## src/rtl/uart_pkg.sv

```systemverilog
// rtl/uart_pkg.sv - shared UART types, constants and helpers
package uart_pkg;

  localparam int OVERSAMPLE_C = 16;

  typedef enum logic [2:0] {
    ST_IDLE,
    ST_START,
    ST_DATA,
    ST_PARITY,
    ST_STOP,
    ST_DONE
  } uart_rx_state_e;

  // Field order mirrors the control register shared with the TX engine.
  typedef struct packed {
    logic [7:0] div;
    logic [3:0] data_bits;
    logic       parity_en;
    logic       parity_odd;
    logic       stop2;
  } uart_cfg_t;

  // Data length minus one, clamped to the supported 5..8 bit range.
  function automatic logic [2:0] data_bits_m1(input logic [3:0] raw);
    if (raw < 4'd4) begin
      return 3'd4;
    end else if (raw > 4'd7) begin
      return 3'd7;
    end else begin
      return raw[2:0];
    end
  endfunction

endpackage

```

## src/rtl/uart_baud_tick.sv

```systemverilog
// rtl/uart_baud_tick.sv - divisor counter producing one oversample tick every div+1 clocks
module uart_baud_tick
  import uart_pkg::*;
(
  input  logic       clk,
  input  logic       rst,
  input  logic       en,
  input  logic       phase_rst,
  input  logic [7:0] div,
  output logic       tick
);

  logic [7:0] cnt;

  always_ff @(posedge clk) begin
    if (rst || !en || phase_rst) begin
      cnt <= '0;
    end else if (cnt == div) begin
      cnt <= '0;
    end else begin
      cnt <= cnt + 8'd1;
    end
  end

  assign tick = en && !phase_rst && (cnt == div);

endmodule

```

## src/rtl/uart_rx_core.sv

```systemverilog
// rtl/uart_rx_core.sv - 16x oversampling UART receive engine with valid/ready byte output
// Optional: define UART_RX_MAJORITY_EN for 2-of-3 voting over ticks 6, 7 and 8.
module uart_rx_core
  import uart_pkg::*;
#(
  parameter int OVERSAMPLE = OVERSAMPLE_C
) (
  input  logic       clk,
  input  logic       rst,
  input  logic       rx,
  input  logic       cfg_en,
  input  logic [7:0] cfg_div,
  input  logic [3:0] cfg_data_bits,
  input  logic       cfg_parity_en,
  input  logic       cfg_parity_odd,
  input  logic       cfg_stop2,
  output logic [7:0] rx_data,
  output logic       rx_valid,
  input  logic       rx_ready,
  input  logic       err_clr,
  output logic       frame_err,
  output logic       parity_err,
  output logic       overrun_err,
  output logic       break_det,
  output logic       busy
);

  localparam logic [3:0] MID_IDX = 4'(OVERSAMPLE / 2 - 1);

  logic           rx_meta, rx_s, rx_s_d;
  logic           fall, phase_rst, tick;
  logic           sample_pt, bit_val;
  uart_rx_state_e state;
  uart_cfg_t      cfg_in, cfg_q;
  logic [3:0]     tick_idx;
  logic [2:0]     bit_cnt;
  logic [2:0]     nbits_m1;
  logic [7:0]     data_q;
  logic           par_acc, par_bit, stop_cnt, brk;
  logic           stop_sample, set_frame, set_break, set_parity, set_overrun, done;

  always_ff @(posedge clk) begin
    if (rst) begin
      rx_meta <= 1'b1;
      rx_s    <= 1'b1;
      rx_s_d  <= 1'b1;
    end else begin
      rx_meta <= rx;
      rx_s    <= rx_meta;
      rx_s_d  <= rx_s;
    end
  end

  assign fall      = rx_s_d & ~rx_s;
  assign phase_rst = (state == ST_IDLE) && fall;

  uart_baud_tick u_baud_tick (
    .clk       (clk),
    .rst       (rst),
    .en        (cfg_en),
    .phase_rst (phase_rst),
    .div       (cfg_q.div),
    .tick      (tick)
  );

`ifdef UART_RX_MAJORITY_EN
  logic samp_a, samp_b;

  always_ff @(posedge clk) begin
    if (rst) begin
      samp_a <= 1'b1;
      samp_b <= 1'b1;
    end else if (tick) begin
      if (tick_idx == MID_IDX - 4'd1) samp_a <= rx_s;
      if (tick_idx == MID_IDX) samp_b <= rx_s;
    end
  end

  // Vote is taken on the third sample, so the decision lands one tick after mid-bit.
  assign sample_pt = tick && (tick_idx == MID_IDX + 4'd1);
  assign bit_val   = (samp_a & samp_b) | (samp_a & rx_s) | (samp_b & rx_s);
`else
  assign sample_pt = tick && (tick_idx == MID_IDX);
  assign bit_val   = rx_s;
`endif

  assign cfg_in = '{
    div:        cfg_div,
    data_bits:  cfg_data_bits,
    parity_en:  cfg_parity_en,
    parity_odd: cfg_parity_odd,
    stop2:      cfg_stop2
  };

  assign nbits_m1 = data_bits_m1(cfg_q.data_bits);

  assign stop_sample = cfg_en && (state == ST_STOP) && !brk && sample_pt;
  assign set_frame   = stop_sample && !bit_val;
  // Break: all-zero character, zero parity bit, zero first stop bit.
  assign set_break   = set_frame && !stop_cnt && (data_q == 8'd0) && !par_bit;
  assign set_parity  = cfg_en && (state == ST_PARITY) && sample_pt &&
                       (bit_val != (par_acc ^ cfg_q.parity_odd));
  assign done        = (state == ST_DONE);
  assign set_overrun = done && rx_valid && !rx_ready;
  assign busy        = (state != ST_IDLE);

  always_ff @(posedge clk) begin
    if (rst) begin
      state    <= ST_IDLE;
      cfg_q    <= '0;
      tick_idx <= '0;
      bit_cnt  <= '0;
      data_q   <= '0;
      par_acc  <= 1'b0;
      par_bit  <= 1'b0;
      stop_cnt <= 1'b0;
      brk      <= 1'b0;
    end else if (!cfg_en) begin
      state    <= ST_IDLE;
      tick_idx <= '0;
      brk      <= 1'b0;
    end else begin
      if (tick) tick_idx <= tick_idx + 4'd1;
      case (state)
        ST_IDLE: begin
          if (fall) begin
            state    <= ST_START;
            cfg_q    <= cfg_in;
            tick_idx <= '0;
            bit_cnt  <= '0;
            data_q   <= '0;
            par_acc  <= 1'b0;
            par_bit  <= 1'b0;
            stop_cnt <= 1'b0;
            brk      <= 1'b0;
          end
        end
        ST_START: begin
          if (sample_pt) state <= bit_val ? ST_IDLE : ST_DATA;
        end
        ST_DATA: begin
          if (sample_pt) begin
            data_q[bit_cnt] <= bit_val;
            par_acc         <= par_acc ^ bit_val;
            if (bit_cnt == nbits_m1) begin
              state <= cfg_q.parity_en ? ST_PARITY : ST_STOP;
            end else begin
              bit_cnt <= bit_cnt + 3'd1;
            end
          end
        end
        ST_PARITY: begin
          if (sample_pt) begin
            par_bit <= bit_val;
            state   <= ST_STOP;
          end
        end
        ST_STOP: begin
          // A break holds the FSM here until the line idles, so no false start follows.
          if (brk) begin
            if (rx_s) state <= ST_IDLE;
          end else if (sample_pt) begin
            if (set_break) begin
              brk <= 1'b1;
            end else if (!stop_cnt && cfg_q.stop2) begin
              stop_cnt <= 1'b1;
            end else begin
              state <= ST_DONE;
            end
          end
        end
        ST_DONE: begin
          state <= ST_IDLE;
        end
        default: begin
          state <= ST_IDLE;
        end
      endcase
    end
  end

  always_ff @(posedge clk) begin
    if (rst) begin
      rx_data     <= '0;
      rx_valid    <= 1'b0;
      frame_err   <= 1'b0;
      parity_err  <= 1'b0;
      overrun_err <= 1'b0;
      break_det   <= 1'b0;
    end else begin
      if (done) begin
        if (!rx_valid || rx_ready) begin
          rx_data  <= data_q;
          rx_valid <= 1'b1;
        end
      end else if (rx_valid && rx_ready) begin
        rx_valid <= 1'b0;
      end
      frame_err   <= set_frame   | (frame_err   & ~err_clr);
      parity_err  <= set_parity  | (parity_err  & ~err_clr);
      overrun_err <= set_overrun | (overrun_err & ~err_clr);
      break_det   <= set_break   | (break_det   & ~err_clr);
    end
  end

endmodule

```

## config.mk

```make
export PLATFORM = sky130hd
export DESIGN_NAME = uart_rx_core
export DESIGN_NICKNAME = d
export VERILOG_FILES = /design/src/rtl/uart_pkg.sv /design/src/rtl/uart_baud_tick.sv /design/src/rtl/uart_rx_core.sv
export SDC_FILE = /design/constraint.sdc
export NUM_CORES = 1
export LEC_CHECK = 0
export ABC_AREA = 1
export CAP_MARGIN = 10
export CORE_MARGIN = 8
export CORE_UTILIZATION = 60
export CTS_CLUSTER_DIAMETER = 100
export DETAILED_ROUTE_END_ITERATION = 10
export GPL_TIMING_DRIVEN = 0
export PLACE_DENSITY = 0.9
export SYNTH_ARGS = -nofsm -noshare
export SYNTH_HDL_FRONTEND = slang
export SYNTH_SLANG_ARGS = --single-unit
```

## constraint.sdc

```tcl
create_clock -name clk -period 2.34 [get_ports clk]
set_input_delay 0.468 -clock clk [delete_from_list [all_inputs] [get_ports clk]]
set_output_delay 0.468 -clock clk [all_outputs]
set_load 0.01 [all_outputs]
```

==> Word level (Yosys, flattened, before mapping) <==
Index checks and enable logic that the tools add are counted.
{ "totals": {"reg_bits": 61, "inputBits": 21, "output_inout_bits": 14, "wordCells": 161} }
{ "classes": {"add_sub_neg": 3, "magnitude_cmp": 4, "eq_ne": 24, "mux": 45, "bitwise": 14, "n_reduce_logical": 48} }
{ "ops": {"columns": ["operator", "n"], "rows": [
  ["$mux 3", 16],
  ["$logic_and 1x1->1", 19],
  ["$ne 2x2->1 const B", 9],
  ["$mux 8", 2],
  ["$pmux 8 s2", 1],
  ["$pmux 3 s5", 1],
  ["$mux 1", 14],
  ["$mux 4", 3],
  ["$ne 3x3->1 const B", 4],
  ["$reduce_and 9->1", 1],
  ["$add 8x1->8 const B", 1],
  ["$bwmux 8", 1],
  ["$eq 8x8->1", 1],
  ["$logic_not 1->1", 8],
  ["$logic_not 8->1", 1],
  ["$pmux 1 s2", 4],
  ["$reduce_and 4->1", 2],
  ["$reduce_bool 2->1", 4],
  ["$reduce_and 7->1", 1],
  ["$eq 3x2->1 const B", 2],
  ["$eq 3x3->1 const B", 2],
  ["$pmux 3 s2", 1],
  ["$reduce_and 2->1", 3],
  ["$and 1x1->1", 5],
  ["other kinds (22)", 32]
]} }

==> Longest topological paths before layout <==
{ "depth": {"word_depth": 16, "mapped_depth": 13, "ltp_nobuf": 13} }

==> Cells and area by module <==
A second synthesis with hierarchy kept.
{ "hier_totals": {"cells_unflattened": 402, "area_unflattened_um2": 2851.5} }
{ "modules_own_cells": {"columns": ["mod", "instances", "cells_per_inst", "area_per_inst_um2", "seq_area_each_um2"], "rows": [
  ["uart_rx_core", 1, 325, 2361.0, 1061.0],
  ["uart_baud_tick", 1, 77, 490.5, 160.2]
]} }

==> Worst setup path before layout <==
Ideal clock, no wire load.
{ "synth_timing": {"kind": "in2reg", "startpoint": "input cfg_en", "endpoint": "register state[2]", "setup_time_ps": 113, "arrival_ps": 1607, "required_ps": 2227, "setup_slack_ps": 620, "stages": 10, "n_path_buf": 1, "path_cell_list": "clkbuf_1 inv_1 nor2_8 nand3_4 nor2_8 nand3_4 nand3_2 nand2_1 nand2_1 nor2_1"} }
{ "synth_via": {"elab_chain_cells": 10, "word_cells_on_any_way": 18, "classes_between": "eq/ne: 5; bitwise: 1; reduce/logical: 12"} }
{ "synth_rtl": {"columns": ["element", "line_no", "rtl"], "rows": [
  ["from (decl)", "uart_rx_core.sv:11", "input logic cfg_en,"],
  ["$logic_and 1x1->1 (2 in series)", "uart_baud_tick.sv:25", "assign tick = en && !phase_rst && (cnt == div);"],
  ["$logic_and 1x1->1", "uart_rx_core.sv:83", "assign sample_pt = tick && (tick_idx == MID_IDX);"],
  ["$logic_and 1x1->1", "uart_rx_core.sv:97", "assign stop_sample = cfg_en && (state == ST_STOP) && !brk && sample_pt;"],
  ["$logic_and 1x1->1", "uart_rx_core.sv:98", "assign set_frame = stop_sample && !bit_val;"],
  ["$logic_and 1x1->1 (3 in series)", "uart_rx_core.sv:100", "assign set_break = set_frame && !stop_cnt && (data_q == 8'd0) && !par_bit;"],
  ["$ne 3x3->1 (no source line)", null, null],
  ["$reduce_and 9->1 (no source line)", null, null],
  ["to (signal assigned)", "uart_rx_core.sv:139", "if (sample_pt) state <= bit_val ? ST_IDLE : ST_DATA;"],
  ["to (signal assigned)", "uart_rx_core.sv:146", "state <= cfg_q.parity_en ? ST_PARITY : ST_STOP;"],
  ["to (decl)", "uart_rx_core.sv:33", "uart_rx_state_e state;"]
]} }
Several ways; a longest one is shown, not always the timed one.
A chain may end at the register's enable or synchronous reset.

==> Worst setup path in the final report <==
{ "layout_timing": {"startpoint": "register state[0]", "endpoint": "output busy"} }
{ "layout_via": {"elab_chain_cells": 1} }
{ "layout_rtl": {"columns": ["element", "line_no", "rtl"], "rows": [
  ["$reduce_bool 3->1", "uart_rx_core.sv:105", "assign busy = (state != ST_IDLE);"],
  ["to (decl)", "uart_rx_core.sv:25", "output logic busy"]
]} }
No other way between the ends.

==> results.ini <==
[logic_synthesis]
synthesis.nets = 465
synth_ff_type = dfxtp_1
synth_most_common_cell = nand2_1
synth_edf_count = 0
yosysWarnings = 0
yosys.area.top_type_share_pct = 38.7
synthArstFlopShare_pct = 0
yosysSeqAreaShare_pct = 38.7
synthTopCellsByArea = dfxtp_1 (39%), nand2_1 (12%), nor2_1 (6.3%), a21oi_1 (5.9%), inv_1 (5.7%)
syn_area_per_cell_um2 = 7.16
syn_inst = 441
synth_commonest_cells = nand2_1 (102), dfxtp_1 (61), nor2_1 (53)
ys_ff_latch = 61
netlist.top_cell.by_area = dfxtp_1
synth_area_mm2 = 0.00316
netlist-cell-type-count = 38

[drt]
wire_per_inst_um = 13.4
postRouteWirelength_um = 7450
via_per_inst = 5.32
first_pass_iters = 5
route.detailed.drc = 0
drtIter0Drc = 243
vias = 2970
detail-route-antenna-nets = 0

[clock_network]
clk_pin_slew_ns = 0.06
cts.sinks = 61
cts_buffers = 9
cts-root-buf = clkbuf_8
postCtsSetupBuffers = 0
clock_path_buffers = 2
cts_resized = 0
cts_tree = done
clk_latency_ns = 0.34
htreeDepth = 3
cts_hold_buf = 0

[worst_setup_path]
r2r_cells = 7
cp_slowest_cell = clkdlybuf4s50_1
critPathMaxStageDelay_ns = 0.55
worst_setup_path_end_kind = primary output
crit_family = buffers and inverters
critPathBufInv = 1
worstSetupPathType = flop to primary output
setup.worst_path.start_class = flop
crit_cells = 3
cp_max_fo = 6
critPathRequiredTime_ns = 1.87
crit_path_cell_trace = nor2_4 -> nand2_8 -> clkdlybuf4s50_1
arrival_ns = 1.62

[place]
gp_congestion = 0.855
port_buffers = 32
hpwlAfterDp_um = 5390

[grt]
gr-total-overflow = 0
grt_max_degree = 11
globalRouteTotalUtil_pct = 20.3
grt_pass1_wl_um = 12400
grt_antenna_before_repair = 0
grt_pass1_vias = 2806

[timing]
period_share_pct = 89.3
relSlewSlack_pct = 62.1
min_period_ns = 2.09
max_slew.worst_pin.slew_ns = 0.563
fmax_mhz = 479
setup_violations = 0
report.final.slew_viol_count = 0
hold_viol_final = 0
rsz0062_at_grt = false
skew_ns = 0.00616
setup-tns-final_ns = 0

[finish]
drive_gt1_share_pct = 11.3
antenna_cells = 0
utilization_pct = 73.0
area_delta_synth_final_pct = 17.9
final_nets = 508

[power_and_ir_drop]
p_leak_nw = 1.47
p_per_area_mw_per_mm2 = 654
p_total_mw = 2.44
vdd_drop_max_v = 0.000436

[run]
drv_cap = 0

[hold_path]
min_path_type = flop to flop
min_path_cells = 1

[floorplanning]
initial_core_util_pct = 61.9
fp.coreArea_mm2 = 0.00511
die_h_um = 88.6
dieArea_mm2 = 0.00784
row_count = 26
die_width_um = 88.6
io-pin-count = 35

[run_status]
status = finished clean

final timing paths:
| path | from | slack (ns) | end |
|---|---|---|---|
| worst min-delay path | rx_meta$_SDFF_PP1_ | 0.44 | bit_val$_SDFF_PP1_ |
| worst min register to register | rx_meta$_SDFF_PP1_ | 0.44 | bit_val$_SDFF_PP1_ |
| worst max register to register | bit_val$_SDFF_PP1_ | 0.35 | cfg_q[11]$_SDFFE_PP0P_ |
| worst max-delay path | state[0]$_SDFFE_PP0P_ | 0.25 | busy |
metal layers:
layer	up-vias	global-route usage, %	wire length, um
met5	-	0	0
met4	0	12.9	257
met3	28	3.53	465
met2	113	33.5	3480
met1	1321	23.6	3250
li1	1508	-	-
through the flow:
step | instance area, um^2 | hold slack, ns | setup slack (ns) | cells
3_3_place_gp | 3570 | 0.395 | 0.345 | 543
4_1_cts | 3730 | 0.438 | 0.245 | 558
3_5_place_dp | 3570 | 0.421 | 0.317 | 543
6_report | 3730 | 0.437 | 0.251 | 558
2_1_floorplan | 3160 | 0.389 | 0.620 | 441
5_1_grt | 3730 | 0.455 | 0.216 | 558
area by class of cell:
class	count	area, um^2
Tap cell	70	87.6
Buffer	14	80.1
Multi-Input combinational cell	315	1670
Inverter	51	191
Fill cell	432	1380
Timing Repair Buffer	32	320
Clock buffer	13	149
Sequential cell	61	1220
Clock inverter	2	10.0
cell usage in the layout, fill, tap and decap left out, drive strengths merged:
cell type	n
inv	51
a21oi	40
clkbuf	22
nand2	107
ha	3
nor3b	3
o21ai	21
clkdlybuf4s50	32
buf	5
nor4	2
or2	11
dfxtp	61
o21a	1
nand3	28
o22ai	1
a31oi	1
nand4	12
xnor2	2
xor2	6
nor2	60
nor3	16
a21boi	1
clkinv	2
sequential cells by signal, summed over array words and instances (netlist names), 3 cells and up:
register         count
u_baud_tick.cnt      8
tick_idx             4
data_q               8
state                3
rx_data              8
cfg_q               15
bit_cnt              3
report_power, final:
group / switching, mW / internal [mW] / total (mW)
Combinational: 0.340 / 0.208 / 0.548
Clock: 0.381 / 0.405 / 0.786
Sequential: 0.0302 / 1.07 / 1.10
cell families (layout without fill, tap and decap cells):
family          count (synthesis)  after routing  synth area share [%]
buf+inv                        65            112                  8.59
flops                          61             61                  38.7
simple gates                  239            239                  38.5
compound gates                 65             65                  10.9
fa+ha+maj                       3              3                  1.19
xor+xnor                        8              8                  2.22
No activity file was read; power rests on OpenSTA's default activity.
